## config.mk

```make
export PLATFORM = sky130hd
export DESIGN_NAME = crc8_frame_rx
export DESIGN_NICKNAME = d
export VERILOG_FILES = /design/src/rtl/crc8_pkg.sv /design/src/rtl/crc8_byte_step.sv /design/src/rtl/crc8_frame_rx.sv
export SDC_FILE = /design/constraint.sdc
export NUM_CORES = 1
export LEC_CHECK = 0
export BUFFER_PORTS_ARGS = -buffer_cell sky130_fd_sc_hd__buf_2
export CAP_MARGIN = 20
export CORE_ASPECT_RATIO = 0.8
export CORE_MARGIN = 2
export CORE_UTILIZATION = 61
export CTS_CLUSTER_DIAMETER = 60
export DETAILED_ROUTE_END_ITERATION = 12
export PLACE_DENSITY = 0.92
export SLEW_MARGIN = 20
export SYNTH_ARGS = -nofsm -noshare
export SYNTH_HDL_FRONTEND = slang
export SYNTH_SLANG_ARGS = --single-unit
```

## constraint.sdc

```tcl
create_clock -name clk -period 3.62 [get_ports clk]
set_input_delay 0.362 -clock clk [delete_from_list [all_inputs] [get_ports clk]]
set_output_delay 0.362 -clock clk [all_outputs]
set_load 0.01 [all_outputs]
```

## src/rtl/crc8_pkg.sv

```systemverilog
// crc8_pkg: shared FSM states, error codes and the CRC-8 byte step for the frame receiver
package crc8_pkg;
    typedef enum logic [1:0] {ST_HUNT, ST_LEN, ST_PAYLOAD, ST_CHECK} state_t;
    localparam logic [1:0] ERR_OK = 2'd0, ERR_CRC = 2'd1, ERR_LEN = 2'd2, ERR_TIMEOUT = 2'd3;
    function automatic logic [7:0] crc8_step(input logic [7:0] crc, input logic [7:0] data, input logic [7:0] poly);
        logic [7:0] c;
        c = crc ^ data;
        for (int i = 0; i < 8; i++) c = c[7] ? {c[6:0], 1'b0} ^ poly : {c[6:0], 1'b0};
        return c;
    endfunction
endpackage

```

## src/rtl/crc8_byte_step.sv

```systemverilog
// crc8_byte_step: folds one byte into a CRC-8, MSB first, no reflection
module crc8_byte_step
    import crc8_pkg::*;
#(
    parameter logic [7:0] POLY = 8'h07
) (
    input  logic [7:0] crc,
    input  logic [7:0] data,
    output logic [7:0] nxt
);
    assign nxt = crc8_step(crc, data, POLY);
endmodule

```

## src/rtl/crc8_frame_rx.sv

```systemverilog
// crc8_frame_rx: SYNC/LEN/payload/CRC-8 frame receiver with payload forwarding and error reporting
module crc8_frame_rx
    import crc8_pkg::*;
#(
    parameter logic [7:0] SYNC = 8'hA5,
    parameter logic [7:0] POLY = 8'h07,
    parameter int MAX_LEN = 64,
    parameter int TIMEOUT = 255
) (
    input  logic        clk,
    input  logic        rst,
    input  logic        in_valid,
    input  logic [7:0]  in_byte,
    output logic        out_valid,
    output logic [7:0]  out_byte,
    output logic        out_last,
    output logic        frame_done,
    output logic        frame_ok,
    output logic [1:0]  err_code,
    output logic [15:0] err_cnt,
    output logic [7:0]  crc_calc
);
    localparam logic [7:0] MAX_B = 8'(MAX_LEN);
    localparam logic [15:0] TO_B = 16'(TIMEOUT);
    state_t state;
    logic [7:0] cnt;
    logic [15:0] idle;
    logic [7:0] crc_nxt;
    logic timed_out, bad_len, end_frame;
    logic [1:0] end_code;
    crc8_byte_step #(.POLY(POLY)) u_step (.crc(crc_calc), .data(in_byte), .nxt(crc_nxt));
    assign timed_out = state != ST_HUNT && !in_valid && idle == TO_B - 16'd1;
    assign bad_len = in_byte == 8'd0 || in_byte > MAX_B;
    assign end_frame = timed_out || (in_valid && ((state == ST_LEN && bad_len) || state == ST_CHECK));
    assign end_code = timed_out ? ERR_TIMEOUT : state == ST_LEN ? ERR_LEN : in_byte == crc_calc ? ERR_OK : ERR_CRC;
    always_ff @(posedge clk) begin
        if (rst) begin
            state      <= ST_HUNT;
            cnt        <= 8'd0;
            idle       <= 16'd0;
            crc_calc   <= 8'd0;
            out_valid  <= 1'b0;
            out_byte   <= 8'd0;
            out_last   <= 1'b0;
            frame_done <= 1'b0;
            frame_ok   <= 1'b0;
            err_code   <= ERR_OK;
            err_cnt    <= 16'd0;
        end else begin
            out_valid  <= 1'b0;
            out_last   <= 1'b0;
            frame_done <= end_frame;
            frame_ok   <= end_frame && end_code == ERR_OK;
            err_code   <= end_frame ? end_code : ERR_OK;
            if (end_frame && end_code != ERR_OK && err_cnt != 16'hFFFF) err_cnt <= err_cnt + 16'd1;
            // idle timer only runs inside a frame and restarts on every accepted byte
            idle <= (state == ST_HUNT || in_valid || timed_out) ? 16'd0 : idle + 16'd1;
            if (end_frame) state <= ST_HUNT;
            else if (in_valid) begin
                case (state)
                    ST_HUNT: if (in_byte == SYNC) begin
                        state    <= ST_LEN;
                        crc_calc <= 8'd0;
                    end
                    ST_LEN: begin
                        cnt   <= in_byte;
                        state <= ST_PAYLOAD;
                    end
                    ST_PAYLOAD: begin
                        crc_calc  <= crc_nxt;
                        out_valid <= 1'b1;
                        out_byte  <= in_byte;
                        out_last  <= cnt == 8'd1;
                        cnt       <= cnt - 8'd1;
                        if (cnt == 8'd1) state <= ST_CHECK;
                    end
                    default: ;
                endcase
            end
        end
    end
endmodule

```

**Word level (Yosys, flattened, before mapping)**

Index checks and enable logic that the tools add are counted.
Widths: inputs -> output; s select.

- Register bits: 64
- Output and inout bits: 38
- Input bits: 11
- Logic and storage cells: 85

- Bitwise logic cells: 12
- Reductions and logical operators: 30
- $lt $le $gt $ge: 1
- Equality and inequality tests: 10
- Mux-type cells: 18
- Add/subtract/negate cells: 3

Operators with widths:

| operator | count |
|---|---|
| $add 16x1->16 const B | 2 |
| $pmux 8 s2 | 2 |
| $mux 3 | 8 |
| $not 3->3 | 8 |
| $eq 16x8->1 const B | 1 |
| $ne 16x16->1 const B | 1 |
| $eq 8x1->1 const B | 1 |
| $eq 8x8->1 | 1 |
| $eq 8x8->1 const B | 1 |
| $gt 8x7->1 const B | 1 |
| $logic_not 8->1 | 1 |
| $mux 2 | 4 |
| $mux 8 | 1 |
| $reduce_and 4->1 | 2 |
| $reduce_bool 2->1 | 4 |
| $sub 8x1->8 const B | 1 |
| $xor 8x8->8 | 1 |
| $logic_and 1x1->1 | 7 |
| $pmux 2 s3 | 1 |
| $reduce_and 3->1 | 2 |
| $reduce_or 2->1 | 3 |
| $logic_or 1x1->1 | 5 |
| $eq 2x2->1 const B | 2 |
| $logic_not 2->1 | 2 |
| 9 further kinds | 12 |

**Logic depth before layout (Yosys ltp)**

- Depth in word-level cells: 18
- Gate-level depth with buffers: 10
- Depth with buffers taken out: 8

**Hierarchy**

Synthesis repeated with hierarchy kept, for this count alone.

- Cells, all modules: 388
- Area, all modules: 3286.9 um2

By module, submodules not included:

| module | times used | seq. area each (um2) | cells an instance | area an instance (um2) |
|---|---|---|---|---|
| crc8_frame_rx | 1 | 1281.2 | 367 | 3080.5 |
| crc8_byte_step | 1 | 0.0 | 21 | 206.4 |

**Least setup slack after synthesis**

OpenSTA, ideal clock, no wires.

- Kind: reg2reg
- Start point: register crc_calc[7]
- End point: register err_cnt[13]
- Cell stages (with the launch flop): 10
- Data required time: 3.499 ns
- Buffers on the path: 1
- Setup time: 0.121 ns
- Clock period less this slack: 2.171 ns
- Setup slack: 1.449 ns
- Arrival: 2.051 ns
- Path through: dfxtp_1 > xnor2_1 > ha_1 > nand3_1 > nor4_1 > o32ai_2 > o21ai_1 > buf_2 > nor2_1 > mux2_2

- Longest elaborated chain between the ends: 7

RTL lines:

| element | line | source |
|---|---|---|
| start: declaration | crc8_frame_rx.sv:21 | `output logic [7:0] crc_calc` |
| start signal: assignment | crc8_frame_rx.sv:70 | `crc_calc <= crc_nxt;` |
| $eq 8x8->1 | crc8_frame_rx.sv:35 | `assign end_code = timed_out ? ERR_TIMEOUT : state == ST_LEN ? ERR_LEN : in_byte == crc_calc ? ERR_OK : ERR_CRC ...` |
| $mux 1 | crc8_frame_rx.sv:35 |  |
| $mux 2 (2 in a row) | crc8_frame_rx.sv:35 |  |
| $reduce_bool 2->1 | crc8_frame_rx.sv:55 | `if (end_frame && end_code != ERR_OK && err_cnt != 16'hFFFF) err_cnt <= err_cnt + 16'd1;` |
| $logic_and 1x1->1 (2 in a row) | crc8_frame_rx.sv:55 |  |
| end signal: assignment | crc8_frame_rx.sv:55 |  |
| end: declaration | crc8_frame_rx.sv:20 | `output logic [15:0] err_cnt,` |

No other way between the ends.
A chain may end at the register's enable or synchronous reset.

**Worst setup path after layout**

- Start point: register idle[0]
- End point: register err_cnt[9]

- Longest elaborated chain between the ends: 6
- Elaborated cells between the ends (all ways): 7
- Those cells by class: eq/ne: 1; mux: 1; reduce/logical: 5

RTL lines:

| element | line | source |
|---|---|---|
| start: declaration | crc8_frame_rx.sv:27 | `logic [15:0] idle;` |
| start signal: assignment | crc8_frame_rx.sv:57 | `idle <= (state == ST_HUNT \|\| in_valid \|\| timed_out) ? 16'd0 : idle + 16'd1;` |
| $eq 16x8->1 (*) | crc8_frame_rx.sv:32 | `assign timed_out = state != ST_HUNT && !in_valid && idle == TO_B - 16'd1;` |
| $logic_and 1x1->1 (*) | crc8_frame_rx.sv:32 |  |
| $mux 2 | crc8_frame_rx.sv:35 |  |
| $reduce_bool 2->1 | crc8_frame_rx.sv:55 |  |
| $logic_and 1x1->1 (*) (2 in a row) | crc8_frame_rx.sv:55 |  |

Mark *: on every way between the ends. The rest lies on a longest branch, timed or not.

==> impl_metrics.env <==
export IMPL_status="finished with violations"
export IMPL_violations="design-rule violations"
export IMPL_hold_viol=0
export IMPL_endpoint_kind="register"
export IMPL_register_area_sq_mm=0.00128
export IMPL_synth_ff_type="dfxtp_1"
export IMPL_dieWidth_um=85.7
export IMPL_start_util_pct=64.0
export IMPL_antenna_found_initial=0
export IMPL_grt_pass1_vias=2680
export IMPL_ys_ff_latch=64
export IMPL_post_cts_buffers=0
export IMPL_drv_slew=0
export IMPL_synth_edff_count=0
export IMPL_cts_tree="yes"
export IMPL_finalSetupTns_ns=0
export IMPL_dieArea_sq_mm=0.00595
export IMPL_critical_path_peak_fanout=25
export IMPL_path_cells="inv_1 -> ha_1 -> nor4b_1 -> nand4_1 -> o32ai_2 -> o21ai_1 -> buf_4 -> or4_1 -> a21oi_1"
export IMPL_synth_nets=409
export IMPL_setup_violations=0
export IMPL_fin_util_pct=72.6
export IMPL_async_reset_ff_share_pct=0
export IMPL_root_buffer="clkbuf_8"
export IMPL_final_cell_mix="dfxtp_1 (64), buf_2 (48), a21oi_1 (43)"
export IMPL_place_congestion=0.889
export IMPL_skew_ns=0.00688
export IMPL_synth_cell_area_sq_mm=0.00326
export IMPL_grt_max_degree=52
export IMPL_fillCellCount=380
export IMPL_crit_buf_inv=2
export IMPL_ant_nets=0
export IMPL_synth_largest_area_cell="dfxtp_1"
export IMPL_clk_pin_slew_ns=0.07
export IMPL_stdcell_area_sq_mm=0.00370
export IMPL_n_antenna_cell=0
export IMPL_critPathKind="reg -> reg"
export IMPL_layout_drive_gt1_share_pct=17.2
export IMPL_cts_buffers_inserted=9
export IMPL_grt_remaining_overflow=0
export IMPL_cts_buffer_depth=2
export IMPL_clock_fmax_mhz=407
export IMPL_drv_cap=0
export IMPL_relSlewSlack_pct=41.4
export IMPL_period_share_pct=67.9
export IMPL_grt_pass1_wl_mm=12.6
export IMPL_numPortBuffers=48
export IMPL_cpMaxStageDelayCell="or4_1"
export IMPL_dr_first_iter_drc_count=282
export IMPL_core_rowCount=23
export IMPL_routed_wl_mm=7.63
export IMPL_cp_num_cells=9
export IMPL_synth_top_cell_area_share_pct=39.3
export IMPL_layout_commonest_cell="dfxtp_1"
export IMPL_die_h_um=69.4
export IMPL_start_kind="register"
export IMPL_core_area_sq_mm=0.00509
export IMPL_wl_per_cell_um=15.3
export IMPL_viasPerCell=6.02
export IMPL_cts_num_sinks=64
export IMPL_placed_area_sq_mm=0.00352
export IMPL_post_cts_resized=0
export IMPL_seq_area_frac_synth_pct=39.3
export IMPL_syn2layout_area_growth_pct=13.4
export IMPL_hold_class="in -> reg"
export IMPL_drc_errors=1
export IMPL_multi_input_area_sq_mm=0.00186
export IMPL_cts_hold_buf=0
export IMPL_h_tree_depth=3
export IMPL_clk_insertion_delay_late_ns=0.35
export IMPL_synth_distinct_cells=49
export IMPL_hpwlAfterDp_mm=5.32
export IMPL_rsz0062_at_grt="no"
export IMPL_min_period_ns=2.46
export IMPL_worst_slew_pin_slew_ns=0.879
export IMPL_rr_worst_depth=9
export IMPL_p_leak_nw=1.40
export IMPL_final_nets=454
export IMPL_ir_drop_mv=0.295
export IMPL_p_total_mw=1.34
export IMPL_required_ns=3.90
export IMPL_yosysWarnings=0
export IMPL_cp_arrival_ns=2.74
export IMPL_dp_slack_ns=1.16
export IMPL_path_delay_family="simple AND/OR/NAND/NOR gates"
export IMPL_power_density_mw_per_mm2=361
export IMPL_synth_area_leaders="dfxtp_1 (39%), a21oi_1 (6.6%), xnor2_1 (5.4%)"
export IMPL_synth_avg_cell_area_sq_um=8.45
export IMPL_syn_inst=386
export IMPL_vias=2996
export IMPL_grt_use_total_pct=26.5
export IMPL_timing_final_ws_setup_ns=1.16
export IMPL_cpPeakStageDelay_ns=0.49
export IMPL_hold_path_depth=3
export IMPL_ios=49
export IMPL_firstDrtPassIters=10
[sequential cells by signal (all words and copies together) (netlist names)]
name	cells
err_cnt	16
frame_ok	1
state	2
cnt	8
out_last	1
frame_done	1
out_valid	1
idle	16
err_code	2
crc_calc	8
out_byte	8
[cell families (layout without fill, tap and decap cells)]
| logic type | count (synthesis) | count (layout) | synth area share (%) |
|---|---|---|---|
| AOI/OAI and AO/OA | 81 | 81 | 15.4 |
| xor gates and xnor gates | 34 | 34 | 9.13 |
| adders and majority gates | 12 | 12 | 4.60 |
| buffers and inverters | 28 | 78 | 3.76 |
| muxes | 5 | 5 | 1.57 |
| DFF | 64 | 64 | 39.3 |
| and+or+nand+nor | 162 | 162 | 26.2 |
[worst paths after layout]
| path | start | endpoint | slack, ns |
|---|---|---|---|
| setup / recovery | idle[0] | err_cnt[9] | 1.16 |
| hold reg to reg | out_byte[5] | out_byte[5] | 0.45 |
| hold / removal | in_byte[0] | out_byte[0] | 0.31 |
| setup reg to reg | idle[0] | err_cnt[9] | 1.16 |
[metal layers]
metal,wire length (um),track usage (%)
met5,0,0
met1,3410,35.3
met2,3540,40.2
met3,579,8.57
met4,106,10.1
[cell usage after synthesis (4+ instances only)]
cell type and number:
or4_1 7, a21oi_1 43, and4_1 5, or3_1 10, o21ai_0 13, nand3_1 19, nand4_1 5, clkbuf_1 12
nor3_1 12, and3_1 8, nor2b_1 4, dfxtp_1 64, xnor2_1 20, o31ai_1 7, mux2i_1 4, inv_1 12
xor2_1 14, ha_1 12, nand2_1 42, and2_1 5, nor2_1 28
[cell type report]
cell class	instances	area share (%)
Tap cell	62	2.10
Inverter	12	1.22
Clock buffer	10	3.72
Multi-Input combinational cell	294	50.2
Sequential cell	64	34.6
Timing Repair Buffer	50	6.90
Clock inverter	6	1.22
[per-stage QoR]
stage                     instances  hold slack, ns
final                           498           0.310
after global routing            498           0.311
after CTS                       498           0.294
after detailed placement        482           0.444
after global placement          482           0.440
after floorplan                 386           0.437
[tightest hold or removal path, stage by stage]
cell and delay, ns:
buf_2 0.14, nand2_1 0.06, a21oi_1 0.05
[power by group]
part | leakage [nW] | switching, mW | internal (mW)
Sequential | 0.515 | 0.000345 | 0.704
Clock | 0.0845 | 0.293 | 0.267
Combinational | 0.798 | 0.0442 | 0.0271
Total | 1.40 | 0.337 | 0.998
No activity file was read; power rests on OpenSTA's default activity.
